===== config.mk =====
export PLATFORM = sky130hd
export DESIGN_NAME = nibble_word_packer_flat
export DESIGN_NICKNAME = d
export VERILOG_FILES = /design/src/rtl/nibble_pack_pkg.sv /design/src/rtl/nibble_word_packer_if.sv /design/src/rtl/nibble_pack_outreg.sv /design/src/rtl/nibble_word_packer.sv /design/src/flat_wrapper.sv
export SDC_FILE = /design/constraint.sdc
export NUM_CORES = 1
export LEC_CHECK = 0
export ABC_AREA = 1
export CAP_MARGIN = 20
export CORE_UTILIZATION = 30
export CTS_BUF_LIST = sky130_fd_sc_hd__clkbuf_16
export DETAILED_ROUTE_END_ITERATION = 10
export HOLD_SLACK_MARGIN = 0.06
export PLACE_DENSITY = 0.5
export SLEW_MARGIN = 20
export SYNTH_ARGS = -nofsm -noshare
export SYNTH_HDL_FRONTEND = slang
export SYNTH_SLANG_ARGS = --single-unit

===== constraint.sdc =====
create_clock -name clk -period 3 [get_ports clk]
set_clock_uncertainty 0.2 [all_clocks]
set_input_delay 0.6 -clock clk [delete_from_list [all_inputs] [get_ports clk]]
set_output_delay 0.6 -clock clk [all_outputs]
set_load 0.005 [all_outputs]

===== src/rtl/nibble_pack_pkg.sv =====
// Shared types, widths and helpers for the nibble-to-word packer.
// Optional per-lane parity is enabled by defining NIBBLES_PACKER_PARITY_EN.
package nibble_pack_pkg;

    localparam int unsigned NIB_W       = 4;
    localparam int unsigned WORD_W      = 128;
    localparam int unsigned MAX_NIBBLES = 32;
    localparam int unsigned CNT_W       = 6;
    localparam int unsigned LANE_W      = 5;
    localparam int unsigned PAR_W       = 32;

    typedef logic [NIB_W-1:0]  nib_t;
    typedef logic [WORD_W-1:0] word_t;
    typedef logic [CNT_W-1:0]  cnt_t;
    typedef logic [PAR_W-1:0]  par_t;

    typedef enum logic {
        FILL = 1'b0,
        FULL = 1'b1
    } pack_state_e;

    // Payload carried by the one-entry output register
    typedef struct packed {
        word_t word;
        cnt_t  count;
`ifdef NIBBLES_PACKER_PARITY_EN
        par_t  par;
`endif
    } out_word_t;

    // Lane written by the cnt-th accepted nibble of a word
    function automatic logic [LANE_W-1:0] lane_idx(input cnt_t cnt, input logic order,
                                                   input int unsigned nibbles);
        cnt_t top_lane;
        top_lane = CNT_W'(nibbles - 1);
        if (order) begin
            return LANE_W'(top_lane - cnt);
        end
        return LANE_W'(cnt);
    endfunction

    // Even parity of every nibble lane; zero-filled lanes yield 0
    function automatic par_t lane_parity(input word_t word);
        par_t par;
        par = '0;
        for (int k = 0; k < int'(PAR_W); k++) begin
            par[k] = ^word[k*NIB_W +: NIB_W];
        end
        return par;
    endfunction

endpackage


===== src/rtl/nibble_word_packer_if.sv =====
// Nibble input stream and packed-word output stream of the packer.
// out_par exists only when NIBBLES_PACKER_PARITY_EN is defined.
interface nibble_word_packer_if;
    import nibble_pack_pkg::*;

    logic  in_valid;
    logic  in_ready;
    nib_t  in_nib;
    logic  in_last;
    logic  out_valid;
    logic  out_ready;
    word_t out;
    cnt_t  out_count;
`ifdef NIBBLES_PACKER_PARITY_EN
    par_t  out_par;
`endif

    // Source of nibbles and consumer of words
    modport master (
`ifdef NIBBLES_PACKER_PARITY_EN
        input  out_par,
`endif
        output in_valid, in_nib, in_last, out_ready,
        input  in_ready, out_valid, out, out_count
    );

    // Packer side
    modport slave (
`ifdef NIBBLES_PACKER_PARITY_EN
        output out_par,
`endif
        input  in_valid, in_nib, in_last, out_ready,
        output in_ready, out_valid, out, out_count
    );

endinterface


===== src/rtl/nibble_pack_outreg.sv =====
// One-entry output register with valid/ready; accepts a load in the same cycle it is popped.
module nibble_pack_outreg
    import nibble_pack_pkg::*;
(
    input  logic      clk,
    input  logic      rst_n,
    input  logic      load,
    input  out_word_t d,
    input  logic      out_ready,
    output logic      out_valid,
    output out_word_t q,
    output logic      slot_free_c
);

    assign slot_free_c = !out_valid || out_ready;

    // Payload only changes on load, so it is held while the consumer stalls
    always_ff @(posedge clk or negedge rst_n) begin
        if (!rst_n) begin
            out_valid <= 1'b0;
            q         <= '0;
        end else if (load) begin
            out_valid <= 1'b1;
            q         <= d;
        end else if (out_ready) begin
            out_valid <= 1'b0;
        end
    end

endmodule


===== src/rtl/nibble_word_packer.sv =====
// Streaming packer: assembles 4-bit nibbles into a 128-bit word of NIBBLES lanes.
// Define NIBBLES_PACKER_PARITY_EN to add registered per-lane even parity on out_par.
module nibble_word_packer
    import nibble_pack_pkg::*;
#(
    parameter int unsigned NIBBLES = 20,
    parameter int unsigned ORDER   = 0
) (
    input  logic                 clk,
    input  logic                 rst_n,
    nibble_word_packer_if.slave  bus
);

    if (NIBBLES < 1 || NIBBLES > MAX_NIBBLES || ORDER > 1) begin : g_param_err
        $error("nibble_word_packer: NIBBLES must be 1..32 and ORDER 0 or 1");
    end

    localparam cnt_t LAST_CNT = CNT_W'(NIBBLES - 1);
    localparam logic ORDER_B  = (ORDER != 0);

    pack_state_e       state, state_nxt;
    word_t             acc, acc_nxt, word_ins;
    cnt_t              cnt, cnt_nxt;
    logic [LANE_W-1:0] idx;
    logic              accept, complete, slot_free_c, load;
    out_word_t         load_d, q;

    assign bus.in_ready = (state == FILL);
    assign accept       = bus.in_valid && bus.in_ready;
    assign complete     = accept && ((cnt == LAST_CNT) || bus.in_last);

    // Accumulator with the incoming nibble dropped into its lane
    always_comb begin
        idx      = lane_idx(cnt, ORDER_B, NIBBLES);
        word_ins = acc;
        word_ins[{idx, 2'b00} +: NIB_W] = bus.in_nib;
    end

    always_comb begin
        state_nxt    = state;
        acc_nxt      = acc;
        cnt_nxt      = cnt;
        load         = 1'b0;
        load_d       = '0;
        load_d.word  = word_ins;
        load_d.count = cnt + CNT_W'(1);
        case (state)
            FILL: begin
                if (complete && slot_free_c) begin
                    load    = 1'b1;
                    acc_nxt = '0;
                    cnt_nxt = '0;
                end else if (accept) begin
                    // A completed word that cannot leave parks here with its count
                    acc_nxt = word_ins;
                    cnt_nxt = cnt + CNT_W'(1);
                    if (complete) begin
                        state_nxt = FULL;
                    end
                end
            end
            FULL: begin
                load_d.word  = acc;
                load_d.count = cnt;
                if (slot_free_c) begin
                    load      = 1'b1;
                    acc_nxt   = '0;
                    cnt_nxt   = '0;
                    state_nxt = FILL;
                end
            end
            default: state_nxt = FILL;
        endcase
`ifdef NIBBLES_PACKER_PARITY_EN
        load_d.par = lane_parity(load_d.word);
`endif
    end

    always_ff @(posedge clk or negedge rst_n) begin
        if (!rst_n) begin
            state <= FILL;
            acc   <= '0;
            cnt   <= '0;
        end else begin
            state <= state_nxt;
            acc   <= acc_nxt;
            cnt   <= cnt_nxt;
        end
    end

    nibble_pack_outreg u_outreg (
        .clk         (clk),
        .rst_n       (rst_n),
        .load        (load),
        .d           (load_d),
        .out_ready   (bus.out_ready),
        .out_valid   (bus.out_valid),
        .q           (q),
        .slot_free_c (slot_free_c)
    );

    assign bus.out       = q.word;
    assign bus.out_count = q.count;
`ifdef NIBBLES_PACKER_PARITY_EN
    assign bus.out_par   = q.par;
`endif

endmodule


===== src/flat_wrapper.sv =====
// flat-port wrapper written by rule: the top's interface ports become plain ports
module nibble_word_packer_flat import nibble_pack_pkg::*;
#(
    parameter int unsigned NIBBLES = 20,
    parameter int unsigned ORDER   = 0
)
  (clk, rst_n, bus_in_valid, bus_in_nib, bus_in_last, bus_out_ready, bus_in_ready, bus_out_valid, bus_out, bus_out_count);
  nibble_word_packer_if bus_i ();
  input  logic clk;
  input  logic rst_n;
  input wire logic [$bits(bus_i.in_valid)-1:0] bus_in_valid;
  input wire logic [$bits(bus_i.in_nib)-1:0] bus_in_nib;
  input wire logic [$bits(bus_i.in_last)-1:0] bus_in_last;
  input wire logic [$bits(bus_i.out_ready)-1:0] bus_out_ready;
  output wire logic [$bits(bus_i.in_ready)-1:0] bus_in_ready;
  output wire logic [$bits(bus_i.out_valid)-1:0] bus_out_valid;
  output wire logic [$bits(bus_i.out)-1:0] bus_out;
  output wire logic [$bits(bus_i.out_count)-1:0] bus_out_count;
  assign bus_i.in_valid = bus_in_valid;
  assign bus_i.in_nib = bus_in_nib;
  assign bus_i.in_last = bus_in_last;
  assign bus_i.out_ready = bus_out_ready;
  assign bus_in_ready = bus_i.in_ready;
  assign bus_out_valid = bus_i.out_valid;
  assign bus_out = bus_i.out;
  assign bus_out_count = bus_i.out_count;
  nibble_word_packer #(.NIBBLES(NIBBLES), .ORDER(ORDER)) u_core (.clk(clk), .rst_n(rst_n), .bus(bus_i));
endmodule

## Word level (Yosys, flattened, before mapping)

Index checks and enable logic that the tools add are counted.

- Add/sub/neg operators: 2
- Multiply operators: 0
- Divide/modulo/power cells: 0
- Order comparisons: 0
- Equal/unequal tests: 3
- Shift operators: 2
- Multiplexer cells: 20
- Bitwise gates (word level): 1
- Reduce and logical (&&, ||, !) cells: 8

Operator list:

| operator | number |
|---|---|
| 128-bit 2-to-1 mux | 3 |
| 128-bit one-hot mux with 2 select lines | 1 |
| 134-bit 2-to-1 mux | 1 |
| 128-bit bitwise mux | 1 |
| 4-bit by 9-bit variable shift with 128-bit output, first input constant | 1 |
| 4-bit by 9-bit variable part select with 128-bit output | 1 |
| 6-bit 2-to-1 mux | 3 |
| 6-bit one-hot mux with 2 select lines | 1 |
| 7-bit negation with 9-bit output | 1 |
| 1-bit 2-to-1 mux | 8 |
| 6-bit by 1-bit adder with 6-bit output, second input constant | 1 |
| 6-bit by 5-bit == test with 1-bit output, second input constant | 1 |
| 1-bit one-hot mux with 2 select lines | 2 |
| 1-bit logical AND | 3 |
| 3-bit != test, second input constant | 1 |
| 1-bit logical OR | 2 |
| 2-bit != test, second input constant | 1 |
| 2-bit AND reduction | 1 |
| 2-bit nonzero test | 1 |
| 1-bit zero test | 1 |
| 1-bit NOT | 1 |

- Bits in registers: 270
- Bits in latches: 0
- Memory bits (writable): 0
- Memory bits (read-only): 0
- Input bits: 9
- Output and inout bits: 136
- Memories: 0

## Longest topological paths before layout

- Depth in word-level cells: 7
- Mapped depth: 15
- Mapped depth without buffers: 13

## By module

Synthesis repeated with hierarchy kept, for this count alone.

- Cells, all modules: 1997
- Area, all modules: 14411.3 um^2

Modules (own cells, without submodules):

| module | instances | cells an instance | area an instance (um^2) | sequential area each (um^2) |
|---|---|---|---|---|
| nibble_word_packer | 1 | 1427 | 9315.2 | 3378.2 |
| nibble_pack_outreg | 1 | 570 | 5096.1 | 3378.2 |

## Worst setup path before layout

Ideal clock, no wire load.

- Path kind: reg-to-reg
- Start: register u_core.cnt[0]
- End: register u_core.acc[112]
- Setup time: 0.133 ns
- Data arrival time: 2.290 ns
- Data required time: 2.667 ns
- Setup slack: 0.376 ns
- Cell stages (with the launch flop): 14
- Path buffers: 3
- Period minus slack after synthesis: 2.624 ns
- Cells stage by stage: dfrtp_1 > buf_2 > inv_2 > buf_1 > ha_1 > clkbuf_1 > nor2_1 > nand2_1 > inv_1 > nand2_1 > nor2_1 > nand2_1 > nand3_1 > o21ai_0

- Cells in the longest elaborated chain, start to end: 6
- Elaborated cells between the ends (all ways): 13

RTL lines:

| item | line | text |
|---|---|---|
| start, declared | nibble_word_packer.sv:23 | `cnt_t cnt, cnt_nxt;` |
| start signal, assigned | nibble_word_packer.sv:87 | `cnt <= cnt_nxt;` |
| 7-bit negation with 9-bit output / 6-bit by 5-bit == test with 1-bit output (equally long branches) | nibble_word_packer.sv:36, nibble_word_packer.sv:30 |  |
| 4-bit by 9-bit variable part select with 128-bit output (tied with other cells) | nibble_word_packer.sv:36 | `word_ins[{idx, 2'b00} +: NIB_W] = bus.in_nib;` |
| 128-bit bitwise mux / 1-bit logical AND (equally long branches) | nibble_word_packer.sv:36, nibble_word_packer.sv:30 |  |
| 128-bit 2-to-1 mux / 1-bit logical AND (equally long branches) | nibble_word_packer.sv:53, nibble_word_packer.sv:49 |  |
| 128-bit 2-to-1 mux / 3-bit != test (equally long branches) | -- |  |
| 128-bit one-hot mux with 2 select lines / 2-bit AND reduction (equally long branches) | -- |  |
| end signal, assigned | nibble_word_packer.sv:86 | `acc <= acc_nxt;` |
| end, declared | nibble_word_packer.sv:22 | `word_t acc, acc_nxt, word_ins;` |

Several ways; a longest one is shown, not always the timed one. The select of a mux whose other input is x is not followed.
A chain may end at the register's enable or synchronous reset.

## Final worst setup path

- Start: register u_core.cnt[1]
- End: register u_core.acc[55]

Same word-level chain as after synthesis.

==> summary.md <==
| Metric | Value |
|---|---|
| Area of the mapped netlist | `14200 sq um` |
| Final ANT Viol Nets | `0` |
| Initial antenna violation count | `0` |
| Vias in the first global route | `approximately 12000` |
| Clk Latency, worst-skew pair | `~0.58 ns` |
| ANT cells | `0` |
| Row count | `79` |
| Fmax achieved | `0.363 GHz` |
| Synthesized Nets | `2008` |
| Synth warnings | `0` |
| Startpoint types | `flip-flop` |
| Via density | `between 4 and 5` |
| Tightest Pin Transition | `0.939 ns` |
| Util after Layout | `0.375` |
| H-tree levels | `1` |
| Gr ovfl total | `0` |
| P&R area growth vs syn | `23.2%` |
| Setup TNS | `0 ns` |
| Clock Pin Slew Worst Setup and Hold Paths | `0.06 ns` |
| Post-CTS Setup Bufs | `0` |
| Critical path required time | `around 3.3 ns` |
| Peak VDD IR | `0.475 mV` |
| Most frequent cells in the layout | `nand2_1, inv_1, nor2_1` |
| Hold/Removal Path Class | `flip-flop to flip-flop` |
| Register area share after synthesis | `0.477` |
| RSZ-0062 raised after global routing | `false` |
| Status | `finished, final reports clean` |
| Die W | `around 220 microns` |
| CP endpoint kind | `flip-flop` |
| Setup WS post-layout | `0.247 ns` |
| Wire per inst | `17.3 microns` |
| CP max FO | `16` |
| Inserted Clock Buffers | `31` |
| Netlist cell types | `28` |
| Detailed placer's ending HPWL | `about 31000 microns` |
| Most common cell after layout, fill and taps aside | `nand2_1` |
| WS Path Type | `flip-flop to flip-flop` |
| Via count | `~13000` |
| Max Slew Vio Count | `0` |
| Pre-CTS setup slack | `0.238 ns` |
| Worst EP arrival | `a little over 3 ns` |
| Fin crit period | `around 2.8 ns` |
| Total chip power | `16.7 mW` |
| GP Congestion | `between 0.8 and 0.9` |
| Clk sinks | `270` |
| #FFs+latches synth | `270` |
| Power per cell area | `954 nW/um^2` |
| Pre-Repair DR Iteration Count | `5` |
| Leakage Power | `8.94 nW` |
| Max_cap viols | `0` |
| Die area | `between 40000 and 50000 sq um` |
| Finish-stage setup viols | `0` |
| Layout cells sized above 1 | `0.0566` |
| Mean Syn Cell Area | `roughly 7.1 sq um` |
| CTS root buffer | `clkbuf_16` |
| Final hold violations | `0` |
| Final WL | `47400 microns` |
| CTS Buffer Depth | `3` |
| Worst R2R Path Depth | `10` |
| Core Area | `46600 sq um` |
| First-pass GRT wire length | `73700 microns` |
| Nets | `2127` |
| Global-route total usage across every layer | `0.198` |
| Die Y | `219 microns` |
| Cells after synthesis | `around 2000` |
| Relative slew slack | `0.374` |
| Port Buffer Count | `144` |
| Boundary Pins | `145` |
| CTS tree | `yes` |
| Hold path depth | `2` |
| Pin count of the biggest net entering global routing | `81` |
| Number of remaining DRC errors | `0` |
| 1st-iter DRT viols | `943` |
| Initial core utilization | `0.304` |
| Period utilization | `0.918` |
==> critical path, cell delays in order, from the launching register on <==
cell and delay, ns:
dfrtp_1 0.37, inv_1 0.15, ha_1 0.27, nand2_1 0.09, nand2_2 0.24, nand2_1 0.20
a21oi_1 0.52, nand2_1 0.24, nand2_1 0.11, nand3_1 0.09, o21ai_0 0.19
==> final cells by class <==
cell class	count	area, sq um
clock buffers	31	776
inverters	289	1090
fillers	4764	29100
multi-input cells	1327	5890
flip-flops and latches	270	6760
repair buffers	194	2000
well taps	607	759
clock inverters	26	191
==> metrics by stage <==
step | hold slack, ns | area, sq um | cells
after global routing | 0.324 | 17500 | 2744
after CTS | 0.311 | 17500 | 2744
after floorplan | 0.104 | 14200 | 1994
after global placement | 0.275 | 16500 | 2686
after detailed placement | 0.296 | 16500 | 2686
final | 0.310 | 17500 | 2744
==> final timing paths <==
path | from | endpoint | slack, ns
hold reg to reg | u_core.acc[94] | u_core.acc[94] | 0.31
setup / recovery | u_core.cnt[1] | u_core.acc[55] | 0.25
setup reg to reg | u_core.cnt[1] | u_core.acc[55] | 0.25
hold / removal | u_core.acc[94] | u_core.acc[94] | 0.31
max in group asynchronous | rst_n | u_core.acc[111] | 1.56
min in group asynchronous | rst_n | u_core.u_outreg.q[1] | 0.33
==> registers in the layout (all words and copies together) (netlist names) <==
register	flops
u_core.state	1
u_core.acc	128
u_core.cnt	6
u_core.u_outreg.out_valid	1
u_core.u_outreg.q	134
==> Yosys cell counts (all sizes together) <==
cell type	count	area [sq um]
a31oi	5	31.3
a21oi	142	718
or2	1	6.26
nand3	232	1170
nand2	492	1870
xor2	1	8.76
dfrtp	270	6760
nor2	292	1190
o22ai	4	25.0
o31ai	1	7.51
clkbuf	66	250
buf	42	213
nand4	15	93.8
ha	5	62.6
o21ai	137	686
inv	289	1080
==> metal layers <==
metal / track usage / wire [microns] / vias to the layer above
li1: - / - / 6460
met1: 0.282 / 22300 / 6200
met2: 0.308 / 21300 / 328
met3: 0.0308 / 2660 / 57
met4: 0.0553 / 1100 / 0
met5: 0 / 0 / -
==> where the power goes <==
| group | internal (mW) | leakage, nW | switching (mW) |
|---|---|---|---|
| Sequential | 5.04 | 3.45 | 1.13 |
| Combinational | 2.89 | 5.00 | 3.91 |
| Clock | 2.12 | 0.487 | 1.58 |
| Total | 10.0 | 8.94 | 6.62 |
==> cells by family after synthesis <==
kind of cell	synth area share
adders and majority gates	0.00441
and+or+nand+nor	0.306
DFF	0.477
xor gates and xnor gates	0.000618
buffers and inverters	0.109
AOI/OAI and AO/OA	0.104
==> repair_timing <==
item                       CTS  global route
hold buffers                 1             0
hold endpoints to repair    37             0
setup endpoints to repair    0             0
resized for setup            0             0
Note: power is estimated with default switching activity, not from simulation.
